### src/rtl/if_stage_ctrl_pkg.sv
// Shared fetch-stage constants and types for the IF stage and the hazard unit.
package if_stage_ctrl_pkg;

  localparam logic [31:0] NOP_INSTR_DEF = 32'h0000_0000;
  localparam logic [31:0] PC_INC        = 32'd4;

  // One action per cycle, listed from highest to lowest priority.
  typedef enum logic [1:0] {
    ACT_FLUSH,
    ACT_STALL,
    ACT_WAIT,
    ACT_FETCH
  } fetch_act_e;

  // Instruction addresses are word aligned; clear the byte-offset bits.
  function automatic logic [31:0] align_word(input logic [31:0] addr);
    return addr & ~32'h3;
  endfunction

endpackage

### src/rtl/if_stage_ctrl_sat_counter.sv
// Saturating event counter: sticks at all-ones instead of wrapping.
module sat_counter #(
  parameter int W = 16
) (
  input  logic         clk,
  input  logic         rst,
  input  logic         inc,
  output logic [W-1:0] count
);

  function automatic logic [W-1:0] sat_inc(input logic [W-1:0] v);
    return (&v) ? v : v + {{(W-1){1'b0}}, 1'b1};
  endfunction

  // Count qualifying events; reset wins over an increment in the same cycle.
  always_ff @(posedge clk) begin
    if (rst) begin
      count <= '0;
    end else if (inc) begin
      count <= sat_inc(count);
    end
  end

endmodule

### src/rtl/if_stage_ctrl.sv
// Fetch stage control: PC register, IF/ID register, imem handshake and
// saturating stall / flush / imem-wait counters.
module if_stage_ctrl
  import if_stage_ctrl_pkg::*;
#(
  parameter logic [31:0] RESET_PC  = 32'h0000_0000,
  parameter logic [31:0] NOP_INSTR = NOP_INSTR_DEF,
  parameter int          CNT_W     = 16
) (
  input  logic             clk,
  input  logic             rst,
  input  logic             pc_write,
  input  logic             IF_ID_write,
  input  logic             branch_taken,
  input  logic [31:0]      branch_target,
  output logic             imem_req,
  output logic [31:0]      imem_addr,
  input  logic [31:0]      imem_rdata,
  input  logic             imem_ready,
  output logic [31:0]      IF_ID_pc_plus4,
  output logic [31:0]      IF_ID_instr,
  output logic             IF_ID_valid,
  output logic [CNT_W-1:0] stall_count,
  output logic [CNT_W-1:0] flush_count,
  output logic [CNT_W-1:0] imem_wait_count
);

  logic        stall;
  fetch_act_e  act;
  logic [31:0] pc_p0;
  logic [31:0] pc_plus4_p0;

  // Priority decode: flush beats stall beats imem wait beats a normal fetch.
  always_comb begin
    stall = ~(pc_write & IF_ID_write);
    act   = ACT_FETCH;
    if (branch_taken) begin
      act = ACT_FLUSH;
    end else if (stall) begin
      act = ACT_STALL;
    end else if (!imem_ready) begin
      act = ACT_WAIT;
    end
  end

  assign pc_plus4_p0 = pc_p0 + PC_INC;
  assign imem_addr   = pc_p0;
  assign imem_req    = ~rst;

  // ---- stage p0 -> p1: PC register (holds on stall and imem wait)
  always_ff @(posedge clk) begin
    if (rst) begin
      pc_p0 <= align_word(RESET_PC);
    end else begin
      unique case (act)
        ACT_FLUSH: pc_p0 <= align_word(branch_target);
        ACT_FETCH: pc_p0 <= pc_plus4_p0;
        default:   pc_p0 <= pc_p0;
      endcase
    end
  end

  // ---- stage p1: IF/ID register (bubble on flush or wait, hold on stall)
  always_ff @(posedge clk) begin
    if (rst) begin
      IF_ID_instr    <= NOP_INSTR;
      IF_ID_pc_plus4 <= '0;
      IF_ID_valid    <= 1'b0;
    end else begin
      unique case (act)
        ACT_FLUSH, ACT_WAIT: begin
          IF_ID_instr <= NOP_INSTR;
          IF_ID_valid <= 1'b0;
        end
        ACT_FETCH: begin
          IF_ID_instr    <= imem_rdata;
          IF_ID_pc_plus4 <= pc_plus4_p0;
          IF_ID_valid    <= 1'b1;
        end
        default: begin
          IF_ID_instr    <= IF_ID_instr;
          IF_ID_pc_plus4 <= IF_ID_pc_plus4;
          IF_ID_valid    <= IF_ID_valid;
        end
      endcase
    end
  end

  sat_counter #(.W(CNT_W)) u_stall_cnt (
    .clk   (clk),
    .rst   (rst),
    .inc   (act == ACT_STALL),
    .count (stall_count)
  );

  sat_counter #(.W(CNT_W)) u_flush_cnt (
    .clk   (clk),
    .rst   (rst),
    .inc   (act == ACT_FLUSH),
    .count (flush_count)
  );

  sat_counter #(.W(CNT_W)) u_wait_cnt (
    .clk   (clk),
    .rst   (rst),
    .inc   (act == ACT_WAIT),
    .count (imem_wait_count)
  );

endmodule

### config.mk
export PLATFORM = sky130hd
export DESIGN_NAME = if_stage_ctrl
export DESIGN_NICKNAME = d
export VERILOG_FILES = /design/src/rtl/if_stage_ctrl_pkg.sv /design/src/rtl/if_stage_ctrl_sat_counter.sv /design/src/rtl/if_stage_ctrl.sv
export SDC_FILE = /design/constraint.sdc
export NUM_CORES = 1
export LEC_CHECK = 0
export CAP_MARGIN = 0
export CORE_UTILIZATION = 35
export CTS_BUF_LIST = sky130_fd_sc_hd__clkbuf_2
export CTS_CLUSTER_SIZE = 8
export DETAILED_ROUTE_END_ITERATION = 6
export PLACE_DENSITY = 0.75
export SKIP_LAST_GASP = 1
export SLEW_MARGIN = 25
export SYNTH_ARGS = -nofsm -noshare
export SYNTH_HDL_FRONTEND = slang
export SYNTH_SLANG_ARGS = --single-unit
### constraint.sdc
create_clock -name clk -period 2.8 [get_ports clk]
set_input_delay 0.28 -clock clk [delete_from_list [all_inputs] [get_ports clk]]
set_output_delay 0.28 -clock clk [all_outputs]
set_load 0.01 [all_outputs]
== Yosys cells after proc, flatten, opt, wreduce, memory -nomap -nowiden ==
Index checks and enable logic that the tools add are counted.
Cells by class
  reductions and logical operators: 10
  equality and inequality tests: 3
  multiplexer cells: 6
  add/sub/neg operators: 4
  bitwise gates (word level): 5
Operators with widths (count)
  $pmux W32 S2: 2
  $add A16 B1 Y16 const B: 3
  $reduce_and A16 Y1: 3
  $add A32 B3 Y32 const B: 1
  $reduce_and A2 Y1: 3
  $eq A2 B2 Y1 const B: 2
  $mux W2: 2
  $not A1 Y1: 4
  $reduce_bool A2 Y1: 2
  $eq A2 B1 Y1 const B: 1
  $logic_not A2 Y1: 1
  $pmux W1 S2: 1
  $reduce_or A2 Y1: 1
  $and A1 B1 Y1: 1
  $mux W1: 1
Storage, ports and cells
  output and inout bits: 146
  bits in registers: 145
  logic and storage cells: 35
  input bits: 70

== Depth between registers and ports, before layout ==
Gate-level depths: netlist (run 1).
  word-level depth: 6
  mapped depth: 10
  mapped depth without buffers: 9

== Cells and area by module ==
Synthesis (run 1) repeated with hierarchy kept, for this count alone.
Second synthesis, totals
  cells, all modules: 812
  area, all modules: 7009.2 um^2
Modules (own cells, without submodules)
  if_stage_ctrl: cells each 524, sequential area each 1861.8 um^2, times used 1, area each 4509.3 um^2
  sat_counter: cells each 96, sequential area each 320.3 um^2, times used 3, area each 833.3 um^2

== Worst setup path before layout (run 1) ==
OpenSTA, ideal clock, no wires.
  kind: flip-flop to flip-flop
  start: register pc_p0[2], in the netlist imem_addr[2]
  end: register pc_p0[28], in the netlist imem_addr[28]
  slack: 0.715 ns
  stages on the path, launching flop included: 7
  data arrival time: 2.011 ns
  library setup time: 0.074 ns
  required time: 2.726 ns
  buffers on the path: 1
  path through: dfxtp_1 -> ha_1 -> and4_1 -> clkbuf_1 -> nand3_1 -> or4b_2 -> a31oi_1
On the way
  longest elaborated chain between the ends: 2
RTL lines
  start, declared: RTL line if_stage_ctrl.sv:30  | logic [31:0] pc_p0;
  start signal, assigned: RTL line if_stage_ctrl.sv:53  | pc_p0 <= align_word(RESET_PC);
  start signal, assigned: RTL line if_stage_ctrl.sv:56  | ACT_FLUSH: pc_p0 <= align_word(branch_target);
  start signal, assigned: RTL line if_stage_ctrl.sv:57  | ACT_FETCH: pc_p0 <= pc_plus4_p0;
  $add A32 B3 Y32: RTL line if_stage_ctrl.sv:46  | assign pc_plus4_p0 = pc_p0 + PC_INC;
  $pmux W32 S2: RTL line if_stage_ctrl.sv:55  | unique case (act)
No other way between the ends.
A chain may end at the register's enable or synchronous reset.

== Worst setup path after layout (run 1) ==
  start: input port rst
  end: output port imem_req
On the way
  longest elaborated chain between the ends: 1
RTL lines
  start, declared: RTL line if_stage_ctrl.sv:11  | input logic rst,
  $not A1 Y1: RTL line if_stage_ctrl.sv:48  | assign imem_req = ~rst;
  end, declared: RTL line if_stage_ctrl.sv:16  | output logic imem_req,
No other way between the ends.

==> metrics, run 1 <==
core area=19720 µm²; Synth Area in Adders=1.401%; P_int=2.683 mW; Max Clk Rate=415.2 MHz; Synth async-reset ratio=0%; min cycle time layout=2408 ps; Yosys cell types=63; routed wire length=22180 µm; Bufs on Longest Clock Path=2; R2R setup slack=460 ps; reg2reg path depth=4; max incr delay on CP=560 ps; Antenna Nets Post-Route=0; most frequent cells in the layout=208 x clkdlybuf4s50_1, 141 x dfxtp_1, 106 x nor2_1, 57 x a22oi_1, 46 x nand2_1; total leakage power=3.142 nW; combinational family with the most area after synthesis=simple AND/OR/NAND/NOR gates; vias in the first global route=6979; final setup fails=0; reg2reg start=u_wait_cnt.count[6]; Multi-input gate area=3973 µm²; crit path cell chain=dlygate4sd3_1, buf_4, inv_1, clkdlybuf4s50_1; Tightest Pin Transition=786.2 ps; wire per inst=16.79 µm; DRC=0; # port buffers=209; status=finished clean; Sw Pwr=1.153 mW; via/cell ratio=5.691; power density over the cells=392.9 nW/µm²; Tcrit/Tclk final=86.02%; crit path max fanout=45; most common cell after layout, fill and taps aside=clkdlybuf4s50_1; crit path launch type=input pin; routed via count=7518; Initial Utilization=36.24%; max-slew violation count=0; Skew-Pair Late Insertion Delay=700 ps; number of fill cells in the layout=1871; ys flop type=dfxtp_1; CTS buffer count=17; final hold viol count=0; post-synthesis simple-gate area fraction=25.84%; IO Count=216; depth of the CTS H-tree=4; Setup TNS=0 ps; Hold Path Stages=3; Yosys reg bits=141; 1st-pass router iterations=5; MaxCap Viol Count=0; grt ovf=0; Clock Sinks=141; Reg clk slew, reported paths=220 ps; synthesized instance count=855; routability cong.=0.8972; Reg area=2823 µm²; Seq pwr share=56.2%; Worst Slack Setup Final=391.5 ps; post_cts resized=0; relative slew slack=47.15%; Synth top area share=39.50%; min-delay src=imem_rdata[20]; pin count of the biggest net entering global routing=113; xor/xnor share of the synthesized area=0.9806%; mux cell area share after synthesis=3.607%; R2R Path End=u_wait_cnt.count[0]; Layout area overhead=36.61%; die height=144.9 µm; first-pass GRT wire length=35090 µm; post-place setup slack=140.8 ps; Worst Hold End=IF_ID_instr[20]; DPL Wire Length=15470 µm; Max VDD drop=0.0002828 V; Crit-path slowest cell=clkdlybuf4s50_1; total global-route track usage=21.13%; sequential fraction of the synthesis area=39.50%; switching share of power=30.05%; die area=20990 µm²; worst min path class=in2reg; Worst Path Required=2520 ps; clock group share of total power=27.9%; Final Net Count=1121; clk_skew=39.12 ps; Horiz. Die Dim=144.9 µm; Area contributors post-synth=dfxtp_1 40%, a22oi_1 6.0%, nor2_1 5.6%, clkbuf_1 2.9%, a21oi_1 2.5%; fraction of layout cells with a size suffix above 1=8.815%; Post-synth EDFFs=0; Synth Area in Compound Gates=23.45%; yosys synthesis warning count=0; CTS root buffer=clkbuf_2; mapped cell area=7146 µm²; Core Rows=51; dominant cell type by area after synthesis=dfxtp_1; Setup CP Type=in2out; Post-CTS Setup Repair Bufs=0; crit end category=output port; syn_area_per_cell=8.357 µm²; CTS tree=built; Gate power share=15.9%; Crit path arrival time=2130 ps; initial antenna violation count=1; initial DRC count=475; RSZ-0062 raised after global routing=no
-- worst max-delay path by stage --
stage | endpoint | slack, ps | cells after the start | from
6_report | imem_req | 390 | 4 | rst
3_3_place_gp | imem_addr[24] | 200 | 8 | pc_write
3_5_place_dp | u_wait_cnt.count[13] | 140 | 9 | pc_write
5_1_grt | u_wait_cnt.count[0] | 230 | 4 | u_wait_cnt.count[6]
2_1_floorplan | imem_addr[28] | 710 | 6 | imem_addr[2]
4_1_cts | imem_req | 360 | 4 | rst
-- per-stage QoR --
step                      std cells  hold slack [ps]  area [µm²]  utilization, %  power [mW]
final                          1321            166.5        9762           49.51       3.836
after global routing           1321            97.76        9762           49.51       4.018
after CTS                      1320            82.06        9759           49.50       3.871
after detailed placement       1288            468.5        9559           48.48       2.803
after global placement         1288            460.9        9559           48.48       2.793
after floorplan                 858            424.1        7157               -       2.477
-- metal layers --
| metal | part of all wire (%) | up-vias | routed length (µm) | track usage, % |
|---|---|---|---|---|
| met3 | 7.4 | 31 | 1644 | 6.219 |
| met1 | 44 | 3598 | 9735 | 26.70 |
| met5 | 0 | - | 0 | 0 |
| li1 | - | 3632 | - | - |
| met2 | 47 | 257 | 10390 | 34.21 |
| met4 | 1.8 | 0 | 409 | 7.091 |
-- power groups by stage --
stage               clock, mW  combinational [mW]  sequential [mW]
floorplan                   0               0.291             2.19
global placement            0               0.600             2.19
detailed placement          0               0.607             2.20
CTS                      1.10               0.611             2.16
global route             1.19               0.662             2.17
finish                   1.07               0.609             2.16
-- area by class of cell --
class	count	share of cell area, %
multi-input cells	626	40.69
flip-flops and latches	141	28.92
repair buffers	241	24.40
well taps	265	3.397
clock inverters	14	1.077
clock buffers	17	0.8716
inverters	16	0.6152
diodes	1	0.02563
-- Yosys cell counts, types with 12 or more instances --
library cell and number:
nand3_1 30, nand4_1 21, o21ai_0 22, a22oi_1 57
a21oi_1 35, nor4_1 19, mux2_2 14, nor2_1 106
inv_1 16, clkbuf_1 55, or3_1 12, o31ai_1 15
dfxtp_1 141, nor3_1 16, nor2b_1 15, a31oi_1 17
a211oi_1 20, nand2_1 46, or4_1 22, a311oi_1 19
-- critical path: cells and delay by family --
family | cells | cell delay (ps)
buffers and inverters | 4 | 1840
-- flip-flops by register name, summed over array words and instances, names as in the netlist --
| name | flops |
|---|---|
| u_stall_cnt.count | 16 |
| imem_addr | 30 |
| IF_ID_pc_plus4 | 30 |
| IF_ID_instr | 32 |
| u_wait_cnt.count | 16 |
| u_flush_cnt.count | 16 |
| IF_ID_valid | 1 |
-- cell families after synthesis --
family,Yosys count
AOI/OAI and AO/OA,236
xor gates and xnor gates,8
adders and majority gates,8
buffers and inverters,91
DFF,141
muxes,24
other,1
and+or+nand+nor,346
-- what timing repair did --
action / in CTS / in global routing
endpoints found under the hold margin: 34 / 0
hold buffers: 1 / 0
endpoints found under the setup margin: 0 / 0
Note: power is estimated with default switching activity, not from simulation.
==> run 2: changes to the inputs <==
==> constraint.sdc (replaced) <==
create_clock -name clk -period 3 [get_ports clk]
set_input_delay 0.3 -clock clk [delete_from_list [all_inputs] [get_ports clk]]
set_output_delay 0.3 -clock clk [all_outputs]
set_load 0.01 [all_outputs]
==> metrics, run 2 (synthesis results as in run 1) <==
Reg clk slew, reported paths=240 ps (was 220 ps); reg2reg path depth=5 (was 4); routability cong.=0.8841 (was 0.8972); clock group share of total power=31.7% (was 27.9%); Core Rows=51 (unchanged); Top reg by flops=IF_ID_instr (unchanged); routed wire length=21830 µm (was 22180 µm); Crit-path slowest cell=or4_1 (was clkdlybuf4s50_1); CTS buffer count=17 (unchanged); # port buffers=209 (unchanged); max incr delay on CP=590 ps (was 560 ps); DPL Wire Length=15380 µm (was 15470 µm); Crit path arrival time=3080 ps (was 2130 ps); Sw Pwr=1.145 mW (was 1.153 mW); Seq pwr share=53.9% (was 56.2%); status=finished clean (unchanged); crit end category=flop (was output port); Layout area overhead=36.30% (was 36.61%); Clock Sinks=141 (unchanged); placed instance count=1279 (was 1288); Worst Slack Setup Final=554.6 ps (was 391.5 ps); Max Clk Rate=408.9 MHz; IO Count=216 (unchanged); Pwr Total=3.759 mW (was 3.836 mW); Final Cell Area=9739 µm² (was 9762 µm²); clk_skew=32.52 ps (was 39.12 ps); 1st-pass router iterations=5 (unchanged); Tightest Pin Transition=751.9 ps (was 786.2 ps); Max VDD drop=0.0002649 V (was 0.0002828 V); fraction of layout cells with a size suffix above 1=8.405% (was 8.815%); crit path cell chain=ha_1, and4_1, nand3_1, or4_1, a31oi_1 (was dlygate4sd3_1, buf_4, inv_1, clkdlybuf4s50_1); hold_ws=172.6 ps (was 166.5 ps); Worst Path Required=3630 ps (was 2520 ps); initial DRC count=684 (was 475); depth of the CTS H-tree=4 (unchanged); DRC=0 (unchanged); Antenna Nets Post-Route=0 (unchanged); min cycle time layout=2445 ps; total global-route track usage=20.62% (was 21.13%); max reg flops=32 (unchanged); via/cell ratio=5.635 (was 5.691); pin count of the biggest net entering global routing=74 (was 113); Setup CP Type=reg2reg (was in2out); most common cell after layout, fill and taps aside=clkdlybuf4s50_1 (unchanged); core area=19720 µm² (unchanged); crit path launch type=flop (was input pin); total leakage power=3.112 nW (was 3.142 nW); grt ovf=0 (unchanged); routed via count=7399 (was 7518); most frequent cells in the layout=208 x clkdlybuf4s50_1, 141 x dfxtp_1, 106 x nor2_1, 57 x a22oi_1, 46 x nand2_1 (unchanged); RSZ-0062 raised after global routing=no (unchanged); initial antenna violation count=1 (unchanged); Core Util, Final=49.39% (was 49.51%); final setup fails=0 (unchanged); wire per inst=16.62 µm (was 16.79 µm); MaxCap Viol Count=0 (unchanged); Hold Path Stages=3 (unchanged); crit path max fanout=12 (was 45); Setup TNS=0 ps (unchanged); Horiz. Die Dim=144.9 µm (unchanged); max-slew violation count=0 (unchanged); CTS tree=built (unchanged); switching share of power=30.46% (was 30.05%); final hold viol count=0 (unchanged); placed cell areas=9479 µm² (was 9559 µm²); P_int=2.614 mW (was 2.683 mW); relative slew slack=49.46% (was 47.15%); vias in the first global route=6558 (was 6979); die height=144.9 µm (unchanged); Skew-Pair Late Insertion Delay=720 ps (was 700 ps); Final Net Count=1112 (was 1121); CTS root buffer=clkbuf_2 (unchanged); power density over the cells=386.0 nW/µm² (was 392.9 nW/µm²); Bufs on Longest Clock Path=2 (unchanged); post-place setup slack=217.7 ps (was 140.8 ps); first-pass GRT wire length=34100 µm (was 35090 µm); die area=20990 µm² (unchanged); Initial Utilization=36.24% (unchanged); Gate power share=14.5% (was 15.9%); worst min path class=in2reg (unchanged); Tcrit/Tclk final=81.51%; post-route insts no fill=1313 (was 1321)
==> run 2: cell count changes in the layout (fill, tap and decap cells not counted) <==
cell and change:
buf_4 -8, inv_6 +4, clkinv_1 -3, clkinv_2 -3
buf_12 -1, bufinv_16 +1, clkinvlp_4 +1, inv_8 +1
==> run 2: what timing repair did <==
action,4_1_cts,5_1_grt
hold buffers,1,0
gates resized for setup,0,0
setup buffers,0,0
endpoints found under the hold margin,9,0
==> run 2: worst max-delay path, delay by kind of cell (launching register included) <==
family / cells / cell delay, ps
compound gates: 1 / 190
fa+ha+maj: 1 / 290
flops: 1 / 490
simple gates: 3 / 1400
==> run 2: routing by layer <==
| layer | wire length, µm | GRT usage [%] | up-vias | share of wire [%] |
|---|---|---|---|---|
| met5 | 0 | 0 | - | 0 |
| li1 | - | - | 3616 | - |
| met1 | 9690 | 27.65 | 3505 | 44 |
| met2 | 10360 | 32.72 | 262 | 47 |
| met4 | 165 | 4.986 | 0 | 0.76 |
| met3 | 1616 | 5.495 | 16 | 7.4 |
==> run 2: power groups by stage <==
stage          registers, mW  clock network (mW)  logic, mW
2_1_floorplan           2.04                   0      0.271
3_5_place_dp            2.06                   0      0.544
3_3_place_gp            2.06                   0      0.538
5_1_grt                 2.04                1.31      0.589
4_1_cts                 2.02                1.22      0.548
6_report                2.03                1.19      0.544
==> run 2: layout make-up <==
type	instances	area, µm²
antenna	1	2.502
clock buffer	17	85.08
clock inverter	15	162.7
fill	1850	9978
inverter	16	60.06
multi-input combinational	626	3973
sequential	141	2823
tap	265	331.6
timing repair buffer	232	2302
==> run 2: worst paths after layout <==
check | start | to | slack [ps]
worst max register to register | imem_addr[3] | imem_addr[20] | 550
worst min register to register | IF_ID_pc_plus4[9] | IF_ID_pc_plus4[9] | 490
worst max-delay path | imem_addr[3] | imem_addr[20] | 550
worst min-delay path | imem_rdata[27] | IF_ID_instr[27] | 170
